--- src/rtl/accel_pkg.sv ---
// Shared accelerator types: operation codes, compute types and decode error codes.
package accel_pkg;

    typedef enum logic [1:0] {
        OP_NOP   = 2'b00,
        OP_LOAD  = 2'b01,
        OP_STORE = 2'b10,
        OP_COMP  = 2'b11
    } op_code_t;

    typedef enum logic [1:0] {
        COMP_ADD  = 2'b00,
        COMP_MUL  = 2'b01,
        COMP_TANH = 2'b10,
        COMP_RELU = 2'b11
    } comp_type_t;

    // Encoding order doubles as the report code; priority is resolved in the decoder.
    typedef enum logic [1:0] {
        ERR_NONE         = 2'b00,
        ERR_NOP_DATA     = 2'b01,
        ERR_COMP_NOVALID = 2'b10,
        ERR_BAD_UNIT     = 2'b11
    } err_code_t;

endpackage

--- src/rtl/cmd_fifo.sv ---
// Generic synchronous FIFO with flush and occupancy. DEPTH must be a power of two >= 2
// so the pointers wrap naturally.
module cmd_fifo #(
    parameter int WIDTH = 8,
    parameter int DEPTH = 4
) (
    input  logic                     clk,
    input  logic                     rst,
    input  logic                     flush,
    input  logic                     wr_en,
    input  logic [WIDTH-1:0]         wr_data,
    input  logic                     rd_en,
    output logic [WIDTH-1:0]         rd_data,
    output logic                     full,
    output logic                     empty,
    output logic [$clog2(DEPTH):0]   level
);

    localparam int PTR_W = $clog2(DEPTH);
    localparam int LVL_W = PTR_W + 1;

    logic [WIDTH-1:0] mem [DEPTH];
    logic [PTR_W-1:0] wr_ptr;
    logic [PTR_W-1:0] rd_ptr;
    logic [LVL_W-1:0] count;
    logic             do_wr;
    logic             do_rd;

    assign full  = (count == LVL_W'(DEPTH));
    assign empty = (count == '0);
    assign level = count;

    // A flush suppresses both sides so the pointers land cleanly at zero.
    assign do_wr = wr_en && !full && !flush;
    assign do_rd = rd_en && !empty && !flush;

    // Head is read straight from storage; forced to zero when nothing is queued.
    assign rd_data = empty ? '0 : mem[rd_ptr];

    // Pointer and occupancy bookkeeping.
    always_ff @(posedge clk) begin
        if (rst || flush) begin
            wr_ptr <= '0;
            rd_ptr <= '0;
            count  <= '0;
        end else begin
            if (do_wr) wr_ptr <= wr_ptr + PTR_W'(1);
            if (do_rd) rd_ptr <= rd_ptr + PTR_W'(1);
            case ({do_wr, do_rd})
                2'b10:   count <= count + LVL_W'(1);
                2'b01:   count <= count - LVL_W'(1);
                default: count <= count;
            endcase
        end
    end

    // Storage write; contents need no reset since the head is masked while empty.
    always_ff @(posedge clk) begin
        if (!rst && do_wr) mem[wr_ptr] <= wr_data;
    end

endmodule

--- src/rtl/cmd_decode_queue.sv ---
// Decodes control/data words into command fields, classifies errors and buffers
// the decoded commands in a FIFO toward the accelerator units.
module cmd_decode_queue
    import accel_pkg::*;
#(
    parameter int UNIT_ID_W = 2,
    parameter int NUM_UNITS = 4,
    parameter int ADDR_W    = 4,
    parameter int SIZE_W    = 3,
    parameter int DEPTH     = 4,
    parameter int DROP_ERR  = 1,
    parameter int ERR_CNT_W = 8
) (
    input  logic                          clk,
    input  logic                          rst,
    input  logic                          in_valid,
    output logic                          in_ready,
    input  logic [UNIT_ID_W+3:0]          in_ctrl,
    input  logic [ADDR_W+SIZE_W:0]        in_data,
    input  logic                          flush,
    output logic                          out_valid,
    input  logic                          out_ready,
    output logic [UNIT_ID_W-1:0]          out_unit_id,
    output op_code_t                      out_op,
    output comp_type_t                    out_comp,
    output logic [ADDR_W-1:0]             out_addr,
    output logic                          out_dvalid,
    output logic [SIZE_W-1:0]             out_size,
    output logic [1:0]                    out_err,
    output logic                          err_pulse,
    output logic [1:0]                    err_code,
    output logic [ERR_CNT_W-1:0]          err_count,
    output logic [$clog2(DEPTH):0]        level
);

    // Queued command; kept local because its field widths follow the parameters.
    typedef struct packed {
        logic [UNIT_ID_W-1:0] unit_id;
        op_code_t             op;
        comp_type_t           comp;
        logic [ADDR_W-1:0]    addr;
        logic                 dvalid;
        logic [SIZE_W-1:0]    size;
        err_code_t            err;
    } entry_t;

    localparam int ENTRY_W = $bits(entry_t);

    entry_t                dec;
    entry_t                head;
    logic [ENTRY_W-1:0]    head_bits;
    logic                  fifo_full;
    logic                  fifo_empty;
    logic                  accept;
    logic                  is_err;
    logic                  wr_en;
    err_code_t             err_code_q;

    // Field extraction and error classification, purely from the offered word.
    always_comb begin
        dec         = '0;
        dec.unit_id = in_ctrl[UNIT_ID_W+3:4];
        dec.op      = op_code_t'(in_ctrl[3:2]);
        dec.comp    = comp_type_t'(in_ctrl[1:0]);
        dec.addr    = in_data[ADDR_W+SIZE_W:SIZE_W+1];
        dec.dvalid  = in_data[SIZE_W];
        dec.size    = in_data[SIZE_W-1:0];
        dec.err     = ERR_NONE;
        if (int'(dec.unit_id) >= NUM_UNITS)
            dec.err = ERR_BAD_UNIT;
        else if (dec.op == OP_NOP && in_data != '0)
            dec.err = ERR_NOP_DATA;
        else if (dec.op == OP_COMP && !dec.dvalid)
            dec.err = ERR_COMP_NOVALID;
    end

    // Ready does not look at in_valid, and a pop cannot make room for a push in the
    // same cycle, so there is no combinational path from out_ready to in_ready.
    assign in_ready = !fifo_full && !flush;
    assign accept   = in_valid && in_ready;
    assign is_err   = (dec.err != ERR_NONE);
    // A dropped errored command is still accepted, it just never reaches the queue.
    assign wr_en    = accept && !((DROP_ERR != 0) && is_err);

    cmd_fifo #(
        .WIDTH (ENTRY_W),
        .DEPTH (DEPTH)
    ) u_fifo (
        .clk     (clk),
        .rst     (rst),
        .flush   (flush),
        .wr_en   (wr_en),
        .wr_data (dec),
        .rd_en   (out_ready),
        .rd_data (head_bits),
        .full    (fifo_full),
        .empty   (fifo_empty),
        .level   (level)
    );

    assign head        = head_bits;
    assign out_valid   = !fifo_empty;
    assign out_unit_id = head.unit_id;
    assign out_op      = head.op;
    assign out_comp    = head.comp;
    assign out_addr    = head.addr;
    assign out_dvalid  = head.dvalid;
    assign out_size    = head.size;
    assign out_err     = head.err;
    assign err_code    = err_code_q;

    // Error strobe, sticky last code and saturating counter; only reset clears them.
    always_ff @(posedge clk) begin
        if (rst) begin
            err_pulse  <= 1'b0;
            err_code_q <= ERR_NONE;
            err_count  <= '0;
        end else begin
            err_pulse <= accept && is_err;
            if (accept && is_err) begin
                err_code_q <= dec.err;
                if (err_count != '1) err_count <= err_count + ERR_CNT_W'(1);
            end
        end
    end

endmodule
--- config.mk ---
export PLATFORM = sky130hd
export DESIGN_NAME = cmd_decode_queue
export DESIGN_NICKNAME = d
export VERILOG_FILES = /design/src/rtl/accel_pkg.sv /design/src/rtl/cmd_fifo.sv /design/src/rtl/cmd_decode_queue.sv
export SDC_FILE = /design/constraint.sdc
export NUM_CORES = 1
export LEC_CHECK = 0
export BUFFER_PORTS_ARGS = -buffer_cell sky130_fd_sc_hd__buf_4
export CAP_MARGIN = 5
export CORE_ASPECT_RATIO = 0.8
export CORE_MARGIN = 2
export CORE_UTILIZATION = 30
export CTS_BUF_LIST = sky130_fd_sc_hd__clkbuf_4 sky130_fd_sc_hd__clkbuf_8
export CTS_CLUSTER_SIZE = 12
export DETAILED_ROUTE_END_ITERATION = 16
export GPL_TIMING_DRIVEN = 0
export PLACE_DENSITY = 0.49
export REMOVE_ABC_BUFFERS = 1
export SYNTH_ARGS = -nofsm -noshare
export SYNTH_HDL_FRONTEND = slang
export SYNTH_SLANG_ARGS = --single-unit
--- constraint.sdc ---
create_clock -name clk -period 3.2 [get_ports clk]
set_input_delay 0.64 -clock clk [delete_from_list [all_inputs] [get_ports clk]]
set_output_delay 0.64 -clock clk [all_outputs]
set_load 0.01 [all_outputs]
==> qor.yml, run 1 <==
outcome:
  outcome: "finished clean"
cts:
  clock_latency_ps: 350
  cts-root-buf: "clkbuf_8"
  path_clk_slew_ps: 80
  clock-sinks: 84
  cts_tree: "done"
  cts_buffers: 9
  cts_hold_buf: 0
  max-clock-path-buffers: 2
  htree_levels: 3
place:
  place.gp.congestion: 0.733
  place_area_mm2: 0.00397
  port_buffers: 50
  place_hpwl_mm: 4.18
route:
  avgViaCountPerCell: 4.55
  antenna_left: 0
  wl_per_cell_um: 15.5
  drc: 0
  dr_total_vias: 1902
  drt_pass1_iterations: 4
  drtIter0Drc: 119
  wirelength_mm: 6.48
setup_path:
  path_class: "flop to output port"
  cp.arrival_ps: 1990
  end_kind: "output port"
  worst_setup_path_start_kind: "flop"
  worstPathRequired_ps: 2560
  cp_max_fo: 16
  rr_startpoint: "u_fifo.level[0]"
timing:
  slew_violations: 0
  rsz0062_at_grt: "no"
  clock.fmax_mhz: 380
  period_share_pct: 82.2
  finalClockSkew_ps: 5.05
  final_hold_viol_count: 0
  setup_violations: 0
  min_period_ps: 2630
  relSlewSlack_pct: 40.8
  tightestPinTransition_ps: 887
logic_synthesis:
  yosys_register_bits: 84
  yosysTopAreaCellShare_pct: 56.2
  yosys.area.top_type: "edfxtp_1"
  syn_avg_cell_area_um2: 15.8
  syn-cell-area_mm2: 0.00342
  async_flop_share_pct: 0
  synth_simple_gate_area_share_pct: 10.9
  syn_inst: 216
  synthAdderAreaFrac_pct: 2.78
  synth.most_common_cell: "edfxtp_1"
  yosys_warnings: 0
  synth_top_family_by_area: "multiplexers"
  muxShareOfSynthArea_pct: 11.4
  ys_types: 38
  ys.flop_type: "edfxtp_1"
  synth-edff-count: 64
  ys_seq_area_share_pct: 67.9
  synth_area_leaders: "edfxtp_1 56%, dfxtp_1 12%, mux4_2 11%"
  synthXorXnorAreaFrac_pct: 1.54
  synth_common_cells: "64 x edfxtp_1, 20 x dfxtp_1, 17 x nor2b_1"
  synth_compound_area_share_pct: 3.69
final_layout:
  final_nets: 297
  design_area_mm2: 0.00415
  antenna_cells: 0
  syn_to_final_growth_pct: 21.1
  drive_above_1_share_pct: 33.2
  post-route-util_pct: 37.8
global_route:
  grt_use_met3_pct: 4.01
  use_met2_pct: 17.5
  grt_pass1_vias: 1884
  grt_start_max_net_pins: 17
  gr-usage-met1_pct: 14.7
  grt_use_total_pct: 11.4
  grt_antenna_before_repair: 0
  grt_pass1_wl_mm: 10.3
  busiest_layer: "met2"
  overflow: 0
pwr:
  power.total_mw: 1.98
  pwr_density_cell_mw_per_mm2: 478
  peakVddDrop_mv: 0.178
  leakage_nw: 1.42
die:
  fp-row-count: 34
  die_width_um: 123
  dieArea_mm2: 0.0123
  io_pins: 51
  die_y_um: 99.5
  start_util_pct: 31.2
  core_mm2: 0.0110
min_path:
  hold_path_class: "flop to flop"
  hp-start: "err_code[1]"
flow_run:
  cap_viol_max_count: 0
-- routing by layer --
layer  vias to the layer above  routed length, um
met5                         -                  0
met4                         0                 73
met3                         5                360
met2                        47               3030
met1                       938               3020
li1                        912                  -
-- final timing paths --
check	to	slack, ps	depth (start not counted)
worst max-delay path	out_dvalid	570	3
worst min-delay path	err_code[1]	460	2
worst max register to register	u_fifo.level[2]	710	8
worst min register to register	err_code[1]	460	2
-- power breakdown --
group	switching, mW	internal [mW]
clock	0.358	0.349
combinational	0.0486	0.0433
sequential	0.00473	1.18
-- timing repair --
action / CTS / global route
setup buffers: 0 / 0
endpoints found under the setup margin: 0 / 14
gates resized for setup: 0 / 1
-- registers in the layout, summed over array words and instances, names as in the netlist, named ones only --
register / cells
err_count: 8
u_fifo.level: 3
u_fifo.wr_ptr: 2
u_fifo.mem: 64
err_pulse: 1
err_code: 2
u_fifo.rd_ptr: 2
-- final cells by class --
type / instances / area [um^2]
fillers: 1072 / 6830
clock buffers: 9 / 124
repair buffers: 51 / 387
inverters: 9 / 33.8
flip-flops and latches: 84 / 2320
clock inverters: 5 / 55.1
multi-input cells: 116 / 1040
well taps: 144 / 180
-- worst max-delay path: stages (launching register included) --
cell and delay, ps:
dfxtp_2 740, mux4_2 570, nor2b_1 150, buf_4 180
-- through the flow --
| step | setup slack (ps) | setup TNS, ps | std cells | hold slack [ps] |
|---|---|---|---|---|
| 6_report | 571 | 0 | 418 | 465 |
| 5_1_grt | 380 | 0 | 418 | 469 |
| 4_1_cts | 52.5 | 0 | 418 | 460 |
| 3_5_place_dp | 118 | 0 | 404 | 451 |
| 3_3_place_gp | -607 | -2270 | 403 | 452 |
| 2_1_floorplan | 470 | 0 | 209 | 474 |
-- cell families after synthesis --
family / count (synthesis)
muxes: 19
adders and majority gates: 7
xor gates and xnor gates: 6
AOI/OAI and AO/OA: 19
DFF: 84
and+or+nand+nor: 65
buffers and inverters: 16
-- placed cells by master, fill, tap and decap left out, types with 2 or more instances in the layout --
master and instances:
nor4_1 2, edfxtp_1 64, dfxtp_1 19, xor2_1 4, nor2b_1 17, ha_1 6
inv_1 8, and2_1 4, a21oi_1 10, o21ai_0 4, mux4_2 16, xnor2_1 2
nor2_1 14, clkbuf_8 9, or2_2 2, buf_4 50, nand2_1 8, mux2i_1 2
nand3_1 4, or3_1 3
Note: power is estimated with default switching activity, not from simulation.
==> inputs of run 2 (changes only) <==
==> constraint.sdc (replaced) <==
create_clock -name clk -period 2.45 [get_ports clk]
set_input_delay 0.49 -clock clk [delete_from_list [all_inputs] [get_ports clk]]
set_output_delay 0.49 -clock clk [all_outputs]
set_load 0.01 [all_outputs]
==> run 2 against run 1 <==
  * Worst hold slack lost 130 ps
  * Die area is the same
  * Combinational power grew 33%
  * Cell area is 0.85% higher
  * Clock power grew 31%
  * Count of clock-buffer cells in the layout did not move
  * Critical path depth is 7 higher
  * Utilization is 0.32 points higher
  * Final cell count unchanged
  * Via count hardly changed
  * Clock skew is essentially flat
  * Critical path type is now input port to flop
  * Critical endpoint is now u_fifo.level[2]
==> qor.yml, run 2 (synthesis results as in run 1) <==
outcome:
  outcome: "finished clean"
route:
  drc: 0  # unchanged
  wirelength_mm: 6.49  # about the same
  antenna_left: 0  # unchanged
  drtIter0Drc: 117  # -1.7%
  wl_per_cell_um: 15.5  # about the same
  dr_total_vias: 1903  # +0.053%
  avgViaCountPerCell: 4.55  # about the same
  drt_pass1_iterations: 4  # unchanged
die:
  die_y_um: 99.5  # unchanged
  dieArea_mm2: 0.0123  # unchanged
  die_width_um: 123  # unchanged
  start_util_pct: 31.2  # unchanged
  fp-row-count: 34  # unchanged
  io_pins: 51  # unchanged
  core_mm2: 0.0110  # unchanged
timing:
  period_share_pct: 94.3
  final_hold_viol_count: 0  # unchanged
  min_period_ps: 2310
  clock.fmax_mhz: 433
  relSlewSlack_pct: 66.3  # +25 points
  setup_violations: 0  # unchanged
  tightestPinTransition_ps: 504  # -383 ps
  slew_violations: 0  # unchanged
  rsz0062_at_grt: "no"
  setup_slack_ps: 139  # -432 ps
  finalClockSkew_ps: 4.71  # -0.340 ps
cts:
  clock-sinks: 84  # unchanged
  path_clk_slew_ps: 80  # about the same
  htree_levels: 3  # unchanged
  cts_resized: 9  # +9
  cts_hold_buf: 0  # unchanged
  cts-root-buf: "clkbuf_8"
  cts_buffers: 9  # unchanged
  cts_setup_buffers: 0  # unchanged
  cts_tree: "done"
  max-clock-path-buffers: 2  # unchanged
  clock_latency_ps: 350  # about the same
final_layout:
  antenna_cells: 0  # unchanged
  drive_above_1_share_pct: 36.9  # +3.6 points
  largest_reg_flops: 64  # unchanged
  final_common_cell: "edfxtp_1"
  design_area_mm2: 0.00418  # +0.85%
  regMostFlops: "u_fifo.mem"
  final_cells: 418  # unchanged
  syn_to_final_growth_pct: 22.2
  final_nets: 297  # unchanged
  post-route-util_pct: 38.1  # +0.32 points
  final_cell_mix: "64 x edfxtp_1, 50 x buf_4, 17 x nor2b_1, 16 x mux4_2, 15 x dfxtp_1"
place:
  port_buffers: 50  # unchanged
  place_area_mm2: 0.00397  # unchanged
  place.gp.congestion: 0.733  # unchanged
  place_hpwl_mm: 4.18  # unchanged
  post-place-ws_ps: -482  # -600 ps
  dp.cells: 404  # unchanged
setup_path:
  cp_max_fo: 5  # -11
  critical_path.max_stage_delay_ps: 410  # -330 ps
  crit_chain: "buf_4 -> nor4_1 -> a211o_1 -> nand3_2 -> ha_1 -> inv_1 -> fa_1 -> xor2_1 -> or3_2 -> a21oi_1"
  worst_setup_path_start_kind: "input port"
  end_kind: "flop"
  slowest_stage: "or3_2"
  cp.arrival_ps: 2590  # +600 ps
  path_class: "input port to flop"
  worstPathRequired_ps: 2730  # +170 ps
  crit_family: "simple AND/OR/NAND/NOR gates"
  path_buf_inv: 2  # +1
pwr:
  peakVddDrop_mv: 0.233  # +31%
  leakage_nw: 1.42  # +0.67%
  pwr_density_cell_mw_per_mm2: 620  # +30%
  power.total_mw: 2.59  # +31%
min_path:
  hold_path_class: "input port to flop"
flow_run:
  cap_viol_max_count: 0  # unchanged
global_route:
  grt_start_max_net_pins: 17  # unchanged
  grt_pass1_vias: 1888  # +0.21%
  grt_pass1_wl_mm: 10.3  # +0.14%
  overflow: 0  # unchanged
  grt_use_total_pct: 11.4  # +0.012 points
  grt_antenna_before_repair: 0  # unchanged
-- run 2: cell types whose count changed in the layout (fill, tap and decap cells not counted), moves of 3 or more --
| cell | delta |
|---|---|
| and2_1 | -4 |
| and2_2 | +4 |
| dfxtp_1 | -4 |
| dfxtp_2 | +3 |
-- run 2: stage by stage --
stage,TNS [ps],hold WS [ps]
6_report,0,337
3_3_place_gp,-44700,452
2_1_floorplan,-393,474
3_5_place_dp,-31720,451
4_1_cts,0,310
5_1_grt,0,319
-- run 2: layout make-up --
class | instances | area, um^2
clock inverter | 5 | 55.1
multi-input combinational | 116 | 1070
inverter | 9 | 33.8
tap | 144 | 180
timing repair buffer | 51 | 387
fill | 1070 | 6800
clock buffer | 9 | 124
sequential | 84 | 2330
-- run 2: worst paths after layout --
path         slack, ps            start  cells past startpoint                 to
max                140       in_data[5]                     10    u_fifo.level[2]
min reg2reg        460      err_code[1]                      2        err_code[1]
min                340       in_ctrl[4]                      1  u_fifo.mem[1][14]
max reg2reg        150  u_fifo.level[2]                      9    u_fifo.level[2]
-- run 2: layer usage --
layer	global-route usage [%]	up-vias	wire length [um]
met5	0	-	0
met4	4.46	0	73
met3	4.01	5	360
met2	17.5	47	3040
met1	14.7	939	3010
li1	-	912	-
-- run 2: worst reg2reg max path: cells and delay by family (launching register included) --
family	cells	cell delay, ps
XOR/XNOR	1	160
flip-flops	1	380
AO/OA/AOI/OAI	1	140
AND/OR/NAND/NOR	4	910
adder cells (fa/ha/maj)	2	580
buffers and inverters	1	60
-- run 2: report_power, final --
part	total (mW)	internal (mW)	switching (mW)
registers	1.55	1.54	0.00668
logic	0.122	0.0575	0.0642
clock network	0.924	0.456	0.468
total	2.59	2.05	0.538
==> inputs of run 3 (changes only) <==
--- a/config.mk
+++ b/config.mk
@@ -10,7 +10,7 @@
 export CORE_ASPECT_RATIO = 0.8
 export CORE_MARGIN = 2
 export CORE_UTILIZATION = 30
-export CTS_BUF_LIST = sky130_fd_sc_hd__clkbuf_4 sky130_fd_sc_hd__clkbuf_8
+export CTS_BUF_LIST = sky130_fd_sc_hd__clkbuf_2
 export CTS_CLUSTER_SIZE = 12
 export DETAILED_ROUTE_END_ITERATION = 16
 export GPL_TIMING_DRIVEN = 0
==> run 3 against run 2 <==
  * Register-to-register slack got worse by 20 ps
  * Flip-flop and latch count did not move
  * Maximum frequency fell by 2.4%
  * Wire length rose by 0.23%
==> qor.yml, run 3 (synthesis results as in run 1) <==
route:
  avgViaCountPerCell: 4.56  # +0.22%
  wirelength_mm: 6.50  # +0.23%
  antenna_left: 0  # unchanged
  drt_pass1_iterations: 6  # +2
  dr_total_vias: 1930  # +1.4%
  drtIter0Drc: 126  # +7.7%
  wl_per_cell_um: 15.4  # -0.95%
  drc: 0  # unchanged
cts:
  max-clock-path-buffers: 2  # unchanged
  htree_levels: 3  # unchanged
  cts-root-buf: "clkbuf_2"
  cts_tree: "done"
  clock_latency_ps: 520  # +170 ps
  clock-sinks: 84  # unchanged
  path_clk_slew_ps: 220  # +140 ps
  cts_hold_buf: 0  # unchanged
  cts_buffers: 9  # unchanged
outcome:
  outcome: "finished clean"
place:
  place.gp.congestion: 0.733  # unchanged
  place_area_mm2: 0.00397  # unchanged
  port_buffers: 50  # unchanged
  post-place-ws_ps: -482  # unchanged
  place_hpwl_mm: 4.18  # unchanged
  dp.cells: 404  # unchanged
final_layout:
  final_common_cell: "edfxtp_1"
  final_cell_mix: "64 x edfxtp_1, 52 x buf_4, 17 x nor2b_1, 16 x mux4_2, 15 x dfxtp_1"
  drive_above_1_share_pct: 38.0  # +1.1 points
  post-route-util_pct: 38.1  # about the same
  antenna_cells: 0  # unchanged
  final_nets: 302  # +1.7%
  largest_reg_flops: 64  # unchanged
  regMostFlops: "u_fifo.mem"
  seq_area_mm2: 0.00233  # +0.11%
  final_cells: 423  # +1.2%
  design_area_mm2: 0.00418  # about the same
  multi_input_area_mm2: 0.00107  # unchanged
  syn_to_final_growth_pct: 22.1  # about the same
  nFillCells: 1077  # +0.65%
global_route:
  grt_pass1_vias: 1892  # +0.21%
  grt_antenna_before_repair: 0  # unchanged
  overflow: 0  # unchanged
  grt_start_max_net_pins: 17  # unchanged
  grt_pass1_wl_mm: 10.3  # +0.40%
  grt_use_total_pct: 11.3  # -0.049 points
timing:
  setup_slack_ps: 82.9  # -55.7 ps
  clock.fmax_mhz: 422  # -2.4%
  setup_violations: 0  # unchanged
  tightestPinTransition_ps: 472  # -32.2 ps
  finalClockSkew_ps: 21.6  # +16.9 ps
  holdWs_ps: 150  # -187 ps
  final_hold_viol_count: 0  # unchanged
  rsz0062_at_grt: "yes"
  min_period_ps: 2370  # +55.7 ps
  period_share_pct: 96.6  # +2.3 points
  setup_tns_ps: 0  # unchanged
  relSlewSlack_pct: 68.5  # +2.3 points
  slew_violations: 0  # unchanged
setup_path:
  reg2reg_depth: 9  # unchanged
  cp.arrival_ps: 1880  # -710 ps
  path_class: "flop to output port"
  crit-reg2reg-capture: "u_fifo.level[2]"
  rr_startpoint: "u_fifo.level[2]"
  end_kind: "output port"
  worst_setup_path_start_kind: "flop"
  cp_max_fo: 9  # +4
  ff2ff_setup_slack_ps: 130  # -20 ps
  worstPathRequired_ps: 1960  # -770 ps
pwr:
  p_int_mw: 1.82  # -11%
  p_comb_share_pct: 5.4  # +0.7 points
  swShare_pct: 22.2  # +1.4 points
  pwr_density_cell_mw_per_mm2: 560  # -9.6%
  p_seq_share_pct: 66.0  # +6.3 points
  power.total_mw: 2.34  # -9.6%
  p_sw_uw: 519  # -3.6%
  clkPwrFrac_pct: 28.6  # -7.1 points
  peakVddDrop_mv: 0.212  # -9.0%
  leakage_nw: 1.44  # +0.75%
min_path:
  hp-start: "in_ctrl[4]"
  min_path_cells: 1  # unchanged
  min_to: "u_fifo.mem[1][14]"
  hold_path_class: "input port to flop"
die:
  die_y_um: 99.5  # unchanged
  core_mm2: 0.0110  # unchanged
  fp-row-count: 34  # unchanged
  io_pins: 51  # unchanged
  die_width_um: 123  # unchanged
  dieArea_mm2: 0.0123  # unchanged
  start_util_pct: 31.2  # unchanged
flow_run:
  cap_viol_max_count: 0  # unchanged
-- run 3: cell count changes in the layout (fill, tap and decap cells not counted) --
cell      delta
clkbuf_8     -9
dfxtp_4      +1
buf_12       +3
dfxtp_2      -1
buf_4        +2
clkbuf_2     +9
-- run 3: worst max-delay path, cell delays in order, from the launching register on --
cell	delay (ps)
dfxtp_4	430
buf_12	150
mux4_2	490
nor2b_1	160
buf_4	140
-- run 3: power groups by stage --
| stage | clock [mW] | sequential [mW] | combinational [mW] |
|---|---|---|---|
| after floorplan | 0 | 1.58 | 0.0501 |
| after global placement | 0 | 1.58 | 0.120 |
| after detailed placement | 0 | 1.58 | 0.124 |
| after CTS | 0.696 | 1.55 | 0.126 |
| after global routing | 0.752 | 1.55 | 0.141 |
| final | 0.669 | 1.55 | 0.127 |
-- run 3: final cells by class --
cell class | instances | share of cell area (%)
multi-input cells | 116 | 25.6
flip-flops and latches | 84 | 55.8
clock inverters | 5 | 1.32
well taps | 144 | 4.31
repair buffers | 56 | 11.0
inverters | 9 | 0.808
clock buffers | 9 | 1.08
-- run 3: how the worst max path moves through the flow --
stage | start | endpoint | slack, ps | depth (start not counted)
after global placement | u_fifo.level[0] | u_fifo.level[2] | -1360 | 8
after global routing | flop | out_op[1] | -50 | 4
after CTS | flop | out_op[0] | 0.03 | 4
after floorplan | u_fifo.level[0] | u_fifo.level[2] | -280 | 8
final | flop | out_op[0] | 80 | 4
after detailed placement | in_data[5] | u_fifo.mem[0][9] | -480 | 6
-- run 3: per-layer routing --
| layer | up-vias | track usage [%] | part of all wire (%) |
|---|---|---|---|
| met3 | 5 | 4.01 | 5.5 |
| met2 | 52 | 17.8 | 48 |
| met1 | 945 | 14.7 | 46 |
| met4 | 0 | 3.67 | 0.89 |
| met5 | - | 0 | 0 |
| li1 | 928 | - | - |
-- run 3: what timing repair did --
action,in CTS,in global routing
resized for setup,12,3
endpoints found under the hold margin,0,0
pin swaps,0,1
setup buffers,3,2
endpoints found under the setup margin,82,18
